--- src/rtl/keypad_pkg.sv ---
// rtl/keypad_pkg.sv - shared types and helpers for the matrix keypad scanner
package keypad_pkg;

   typedef enum logic [1:0] {
      IDLE       = 2'd0,
      PRESS_DB   = 2'd1,
      HELD       = 2'd2,
      RELEASE_DB = 2'd3
   } kp_state_e;

   localparam int CNT_W = 4;
   localparam logic [CNT_W-1:0] CNT_MAX = '1;

   function automatic int key_code(input int row, input int col, input int cols);
      return row * cols + col;
   endfunction

endpackage

--- src/rtl/keypad_col_scan.sv ---
// rtl/keypad_col_scan.sv - free-running column counter with one-hot-low column drive
module keypad_col_scan #(
   parameter int COLS = 4
) (
   input  logic                    scan_clk,
   input  logic                    rst,
   output logic [COLS-1:0]         col_n,
   output logic [$clog2(COLS)-1:0] col_idx
);

   localparam int CW = $clog2(COLS);

   logic [CW-1:0] col_q;
   logic [CW-1:0] col_d;

   always_comb begin
      col_d = col_q + 1'b1;
      if (col_q == CW'(COLS - 1)) begin
         col_d = '0;
      end
   end

   always_ff @(posedge scan_clk) begin
      if (rst) begin
         col_q <= '0;
      end else begin
         col_q <= col_d;
      end
   end

   assign col_n   = ~({{(COLS-1){1'b0}}, 1'b1} << col_q);
   assign col_idx = col_q;

endmodule

--- src/rtl/keypad_scanner.sv ---
// rtl/keypad_scanner.sv - debounced matrix keypad scanner with valid/ready key events
module keypad_scanner
   import keypad_pkg::*;
#(
   parameter int ROWS     = 4,
   parameter int COLS     = 4,
   parameter int DEBOUNCE = 3,
   parameter int KEY_W    = $clog2(ROWS * COLS)
) (
   input  logic             scan_clk,
   input  logic             rst,
   input  logic [ROWS-1:0]  row_n,
   output logic [COLS-1:0]  col_n,
   output logic             keydown,
   output logic [KEY_W-1:0] key,
   output logic             key_valid,
   input  logic             key_ready,
   output logic             overflow
);

   localparam int CW = $clog2(COLS);
   localparam int RW = (ROWS > 1) ? $clog2(ROWS) : 1;
   localparam logic [CNT_W-1:0] DB_CNT = CNT_W'(DEBOUNCE);

   kp_state_e        state_q, state_d;
   logic [CNT_W-1:0] cnt_q, cnt_d;
   logic [RW-1:0]    trk_row_q, trk_row_d;
   logic [CW-1:0]    trk_col_q, trk_col_d;
   logic             keydown_q, keydown_d;
   logic [KEY_W-1:0] key_q, key_d;
   logic             key_valid_q, key_valid_d;
   logic             overflow_q, overflow_d;

   logic [CW-1:0]    col_idx;
   logic [RW-1:0]    low_row;
   logic             any_low;
   logic             trk_hit;
   logic             trk_low;
   logic             press;
   logic [CNT_W-1:0] cnt_inc;

   keypad_col_scan #(
      .COLS (COLS)
   ) u_col_scan (
      .scan_clk (scan_clk),
      .rst      (rst),
      .col_n    (col_n),
      .col_idx  (col_idx)
   );

   // Descending loop so the lowest-index low row wins.
   always_comb begin
      low_row = '0;
      for (int r = ROWS - 1; r >= 0; r--) begin
         if (!row_n[r]) begin
            low_row = RW'(r);
         end
      end
   end

   assign any_low = ~&row_n;
   assign trk_hit = (col_idx == trk_col_q);
   assign trk_low = ~row_n[trk_row_q];
   assign cnt_inc = (cnt_q == CNT_MAX) ? cnt_q : cnt_q + 1'b1;

   always_comb begin
      state_d     = state_q;
      cnt_d       = cnt_q;
      trk_row_d   = trk_row_q;
      trk_col_d   = trk_col_q;
      keydown_d   = keydown_q;
      key_d       = key_q;
      key_valid_d = key_valid_q & ~key_ready;
      overflow_d  = overflow_q;
      press       = 1'b0;

      unique case (state_q)
         IDLE: begin
            if (any_low) begin
               trk_row_d = low_row;
               trk_col_d = col_idx;
               cnt_d     = 4'd1;
               if (DB_CNT == 4'd1) begin
                  state_d = HELD;
                  press   = 1'b1;
               end else begin
                  state_d = PRESS_DB;
               end
            end
         end
         PRESS_DB: begin
            if (trk_hit) begin
               if (trk_low) begin
                  cnt_d = cnt_inc;
                  if (cnt_inc >= DB_CNT) begin
                     state_d = HELD;
                     press   = 1'b1;
                  end
               end else begin
                  state_d = IDLE;
               end
            end
         end
         HELD: begin
            if (trk_hit && !trk_low) begin
               cnt_d = 4'd1;
               if (DB_CNT == 4'd1) begin
                  keydown_d = 1'b0;
                  state_d   = IDLE;
               end else begin
                  state_d = RELEASE_DB;
               end
            end
         end
         RELEASE_DB: begin
            if (trk_hit) begin
               if (!trk_low) begin
                  cnt_d = cnt_inc;
                  if (cnt_inc >= DB_CNT) begin
                     keydown_d = 1'b0;
                     state_d   = IDLE;
                  end
               end else begin
                  state_d = HELD;
               end
            end
         end
         default: state_d = IDLE;
      endcase

      // An event still pending after this edge's consumption means the new press is lost.
      if (press) begin
         keydown_d = 1'b1;
         if (key_valid_d) begin
            overflow_d = 1'b1;
         end else begin
            key_valid_d = 1'b1;
            key_d       = KEY_W'(key_code(int'(trk_row_d), int'(trk_col_d), COLS));
         end
      end
   end

   always_ff @(posedge scan_clk) begin
      if (rst) begin
         state_q     <= IDLE;
         cnt_q       <= '0;
         trk_row_q   <= '0;
         trk_col_q   <= '0;
         keydown_q   <= 1'b0;
         key_q       <= '0;
         key_valid_q <= 1'b0;
         overflow_q  <= 1'b0;
      end else begin
         state_q     <= state_d;
         cnt_q       <= cnt_d;
         trk_row_q   <= trk_row_d;
         trk_col_q   <= trk_col_d;
         keydown_q   <= keydown_d;
         key_q       <= key_d;
         key_valid_q <= key_valid_d;
         overflow_q  <= overflow_d;
      end
   end

   assign keydown   = keydown_q;
   assign key       = key_q;
   assign key_valid = key_valid_q;
   assign overflow  = overflow_q;

endmodule
--- config.mk ---
export PLATFORM = sky130hd
export DESIGN_NAME = keypad_scanner
export DESIGN_NICKNAME = d
export VERILOG_FILES = /design/src/rtl/keypad_pkg.sv /design/src/rtl/keypad_col_scan.sv /design/src/rtl/keypad_scanner.sv
export SDC_FILE = /design/constraint.sdc
export NUM_CORES = 1
export LEC_CHECK = 0
export ABC_CLOCK_PERIOD_IN_PS = 2100
export BUFFER_PORTS_ARGS = -buffer_cell sky130_fd_sc_hd__buf_2
export CAP_MARGIN = 20
export CORE_UTILIZATION = 55
export CTS_CLUSTER_DIAMETER = 120
export DETAILED_ROUTE_END_ITERATION = 12
export PLACE_DENSITY = 0.85
export SKIP_LAST_GASP = 1
export SLEW_MARGIN = 20
export SYNTH_ARGS = -nofsm -noshare
export SYNTH_HDL_FRONTEND = slang
export SYNTH_SLANG_ARGS = --single-unit
--- constraint.sdc ---
create_clock -name scan_clk -period 2.1 [get_ports scan_clk]
set_clock_uncertainty 0.05 [all_clocks]
set_input_delay 0.105 -clock scan_clk [delete_from_list [all_inputs] [get_ports scan_clk]]
set_output_delay 0.105 -clock scan_clk [all_outputs]
set_load 0.02 [all_outputs]
# Yosys cells after proc, flatten, opt, wreduce, memory -nomap -nowiden
# Index checks and enable logic that the tools add are counted.
dict set report totals {
  reg_bits 19
  output_inout_bits 11
}
dict set report op_classes {
  n_addsub 3
  order_cmp 2
  n_eq_ne 14
  shifts 1
  muxes 37
  bitwise_logic 4
  reduce_logical 13
}
# op n
set op_table {}
lappend op_table {{$mux 2} 16}
lappend op_table {{$mux 4} 7}
lappend op_table {{$pmux 4 s4} 1}
lappend op_table {{$ne 2x2->1 const B} 6}
lappend op_table {{$reduce_and 6->1} 2}
lappend op_table {{$mux 1} 11}
lappend op_table {{$pmux 2 s4} 1}
lappend op_table {{$reduce_and 4->1} 2}
lappend op_table {{$reduce_bool 2->1} 4}
lappend op_table {{$eq 2x2->1 const B} 3}
lappend op_table {{$ne 3x3->1 const B} 2}
lappend op_table {{$add 4x1->4 const B} 1}
lappend op_table {{$add 4x2->4} 1}
lappend op_table {{$eq 4x4->1 const B} 1}
lappend op_table {{$ge 4x2->1 const B} 1}
lappend op_table {{$not 4->4} 1}
lappend op_table {{$reduce_and 2->1} 2}
lappend op_table {{$shl 1x2->4 const A} 1}
lappend op_table {{$lt 2x3->1 const B} 1}
lappend op_table {{$add 2x1->2 const B} 1}
lappend op_table {{$bmux 1 s2} 1}
lappend op_table {{$eq 2x1->1 const B} 1}
lappend op_table {{$eq 2x2->1} 1}
lappend op_table {{$logic_not 2->1} 1}
lappend op_table {{4 further kinds} 5}

# Logic depth before layout (Yosys ltp)
dict set report depth {
  word_depth 9
  ltp_mapped 6
  ltp_nobuf 6
}

# Cells and area by module
# Synthesis repeated with hierarchy kept, for this count alone.
dict set report hier_totals {
  cells_unflattened 118
  area_unflattened_um2 1121.1
}
# mod n_inst cells_each area_each_um2 seq_area_each_um2
set by_module_without_submodules {}
lappend by_module_without_submodules {keypad_scanner 1 104 985.9 340.3}
lappend by_module_without_submodules {keypad_col_scan 1 14 135.1 40.0}

# Worst setup path after synthesis
# Ideal clock, no wire load.
dict set report synth_path {
  path_kind {reg-to-reg}
  start {register cnt_q[0]}
  end {register with a tool-made name}
  setup_time_ns 0.078
  t_arrival_ns 1.794
  required_ns 1.972
  setup_slack_ns 0.178
  stages_incl_launch_ff 7
  n_path_buf 0
  period_less_slack_ns 1.922
  cell_sequence {dfxtp_1 ha_1 a21bo_2 a2111oi_4 nor2_2 and2_2 nor3_1}
}
# element line_no
set synth_lines {}
lappend synth_lines {{start: declaration} keypad_scanner.sv:26} ;# logic [CNT_W-1:0] cnt_q, cnt_d;
lappend synth_lines {{start signal: assignment} keypad_scanner.sv:155} ;# cnt_q <= cnt_d;

# Worst setup path in the final report
dict set report layout_path {
  start {register trk_row_q[0]}
  end {register key_q[1] (netlist: key[1])}
}
dict set report layout_via {
  elab_chain_cells 6
}
# element line_no
set layout_rtl {}
lappend layout_rtl {{start: declaration} keypad_scanner.sv:27} ;# logic [RW-1:0] trk_row_q, trk_row_d;
lappend layout_rtl {{start signal: assignment} keypad_scanner.sv:156} ;# trk_row_q <= trk_row_d;
lappend layout_rtl {{$bmux 1 s2} keypad_scanner.sv:63} ;# assign trk_low = ~row_n[trk_row_q];
lappend layout_rtl {{$mux 1 (implied by the code)} keypad_scanner.sv:63}
lappend layout_rtl {{$mux 1} keypad_scanner.sv:93} ;# if (trk_low) begin
lappend layout_rtl {{$mux 1} keypad_scanner.sv:92} ;# if (trk_hit) begin
lappend layout_rtl {{$mux 1} keypad_scanner.sv:77} ;# unique case (state_q)
lappend layout_rtl {{$reduce_and 2->1 (no source line)} -}
lappend layout_rtl {{end signal: assignment} keypad_scanner.sv:159} ;# key_q <= key_d;
lappend layout_rtl {{end: declaration} keypad_scanner.sv:30} ;# logic [KEY_W-1:0] key_q, key_d;
# Every way passes these cells. The select of a mux whose other input is x is not followed.
# A chain may end at the register's enable or synchronous reset.

==> impl_metrics.ini <==
[run_status]
outcome = completed

[detailed_routing]
detail-route-antenna-nets = 0
firstDrtPassIters = 4
route.detailed.drc = 0
avgRoutedWirePerCell_um = 13.36
wl_um = 2459
via_per_inst = 5.891
via_count = 1084
drtIter0Drc = 37

[floorplan]
io_pins = 18
initial_core_util_pct = 58.61
num_rows = 16
chipWidth_um = 47.73
dieArea_sq_um = 2278
coreArea_sq_um = 1962
die_y_um = 47.73

[power]
ir_drop_mv = 0.5750
leakagePower_nw = 0.5268
swShare_pct = 38.81
pwr-share-clk_pct = 17.2
p_comb_share_pct = 40.7
intPower_mw = 0.6535
powerDensity_nw_per_um2 = 817.6
p_seq_share_pct = 42.1
p_switching_mw = 0.4145

[sta]
worstMarginPinSlew_ps = 434.0
fmax_mhz = 501.8
drv_slew = 0
min_period_over_period_pct = 94.90
period_minus_slack_ps = 1993
hold_violations = 0
relSlewSlack_pct = 71.07
fin_setup_tns_ps = 0
finalSetupViolations = 0
rsz0062_at_grt = false

[place]
dpl_cell_area_sq_um = 1271
io_buffers = 17
gp_congestion = 0.8729
dp_cells = 179
detailed_place_hpwl_um = 1881

[worst_setup_path]
cp_max_fo = 8
critPathArrivalTime_ps = 2140
cp.required_ps = 2250
crit_path_start_kind = flop
path_class = flop to flop
worst-r2r-cell-count = 5
end_kind = flop
rrSetupSlack_ps = 110
r2r-end = key[1]
r2r_start = trk_row_q[0]

[grt]
grt-ovfl-total = 0
first_global_vias = 923
antenna_found_initial = 0
grt_max_degree = 22
grt_use_total_pct = 23.09
grt_pass1_wl_um = 3753

[synthesis]
synth_top_area_share_pct = 33.08
avgSynthCellArea_sq_um = 8.393
synth-seq-cells = 19
ys_types = 44
synth_area_leaders = dfxtp_1 33%, nand2_1 5.5%, ha_1 5.4%
ys_warn_count = 0
syn_inst = 137
synthArstFlopShare_pct = 0
yosysSeqAreaShare_pct = 33.08
synth_edf_count = 0
synth_ff_type = dfxtp_1
yosys.area.top_type = dfxtp_1
syn_nets = 149
netlist_area_sq_um = 1150

[final_layout]
regArea_sq_um = 380.4
multi_input_area_sq_um = 719.4
layout-drive-gt1-share_pct = 22.29
fin_cells = 184
fin_area_sq_um = 1306
antenna_cells = 0
fin_nets = 170
fillers = 183
area_growth_pct = 13.60

[worst_hold_path]
hold_end = trk_row_q[0]
hold_path_depth = 2
hp-class = primary input to flop
min_from = row_n[1]

[cts]
cts_tree = built
cts_hold_buf = 0
clkSinkCount = 19
clock_latency_ps = 290
h-tree-depth = 1
cts_made_buffers = 3
clockRootBuffer = clkbuf_4
clk_pin_slew_ps = 110
cts_buffer_depth = 2

[job]
drv_cap = 0
==> cell type report <==
class | count | share of cell area, %
Sequential cell | 19 | 29.12
Tap cell | 27 | 2.586
Clock inverter | 1 | 0.3831
Timing Repair Buffer | 21 | 8.812
Inverter | 8 | 2.299
Clock buffer | 3 | 1.724
Multi-Input combinational cell | 105 | 55.08
==> metrics by stage <==
stage / util, % / setup slack (ps) / hold WS, ps / total power [mW]
3_3_place_gp: 64.80 / 150.6 / 360.6 / 0.8515
2_1_floorplan: - / 178.2 / 186.6 / 0.7574
3_5_place_dp: 64.80 / 86.53 / 369.2 / 0.8733
5_1_grt: 66.58 / 0.2995 / 57.35 / 1.135
6_report: 66.58 / 107.1 / 62.49 / 1.068
4_1_cts: 66.20 / 52.35 / 48.22 / 1.057
==> state kept, by name, summed over array words and instances (netlist names), named ones only <==
name,cells
state_q,1
trk_col_q,2
key,4
key_valid,1
trk_row_q,2
cnt_q,4
overflow,1
u_col_scan.col_idx,2
keydown,1
==> power by group through the flow <==
stage / Sequential, mW / Combinational (mW) / Clock (mW)
floorplan: 0.461 / 0.296 / 0
global placement: 0.455 / 0.397 / 0
detailed placement: 0.457 / 0.416 / 0
CTS: 0.449 / 0.418 / 0.189
global route: 0.458 / 0.471 / 0.205
finish: 0.450 / 0.435 / 0.184
==> placed cells by master, fill, tap and decap left out, types with 2 or more instances in the layout <==
cell type  synthesis  final
a21o_1             2      2
ha_1               5      5
nand3_1            3      3
nand4_1            4      4
a211oi_1           2      2
a21oi_1            7      7
and2_1             2      2
nor3b_1            5      5
inv_1              8      8
buf_4              0      4
o21ai_0            7      7
dfxtp_1           19     19
nor2b_1            3      3
nand2_1           17     17
nor3_1             5      5
nor2_1             9      9
xnor2_1            3      3
a22oi_1            2      2
mux2i_1            2      2
buf_2              1     17
clkbuf_4           0      3
nand2b_1           4      4
==> critical path: stages (launching register included) <==
cell	delay, ps
dfxtp_1	420
mux4_2	640
nor2_4	140
nor4b_4	380
nor3b_1	90
a21o_1	160
==> per-layer routing <==
| layer | global-route usage [%] | share of wire, % |
|---|---|---|
| met1 | 32.25 | 46 |
| met2 | 36.22 | 49 |
| met3 | 3.396 | 4.3 |
| met4 | 8.333 | 0.33 |
| met5 | 0 | 0 |
==> Yosys cell counts, types with 3 or more instances <==
cell and number:
clkbuf_1 4, nor3b_1 5, xnor2_1 3, a21oi_1 7, inv_1 8, nor2_1 9, nand4_1 4, nand3_1 3
ha_1 5, dfxtp_1 19, o21ai_0 7, nor2b_1 3, nand2b_1 4, nor3_1 5, nand2_1 17
==> cells by family after synthesis <==
group / Yosys count / share of synthesized area, %
flops: 19 / 33.08
xor+xnor: 3 / 2.286
fa+ha+maj: 5 / 5.441
mux: 4 / 4.679
simple gates: 60 / 29.38
buf+inv: 13 / 4.352
compound gates: 33 / 20.78
==> repair_timing <==
action                     4_1_cts  5_1_grt
setup endpoints to repair        0        5
buffers inserted                 0        1
gates resized for setup          0        0
==> how the worst max path moves through the flow <==
stage	start	end	cells past startpoint
3_3_place_gp	cnt_q[0]	flop	6
4_1_cts	cnt_q[1]	flop	6
3_5_place_dp	cnt_q[1]	flop	6
5_1_grt	trk_row_q[0]	key[1]	5
2_1_floorplan	cnt_q[0]	flop	6
6_report	trk_row_q[0]	key[1]	5
Note: power is estimated with default switching activity, not from simulation.
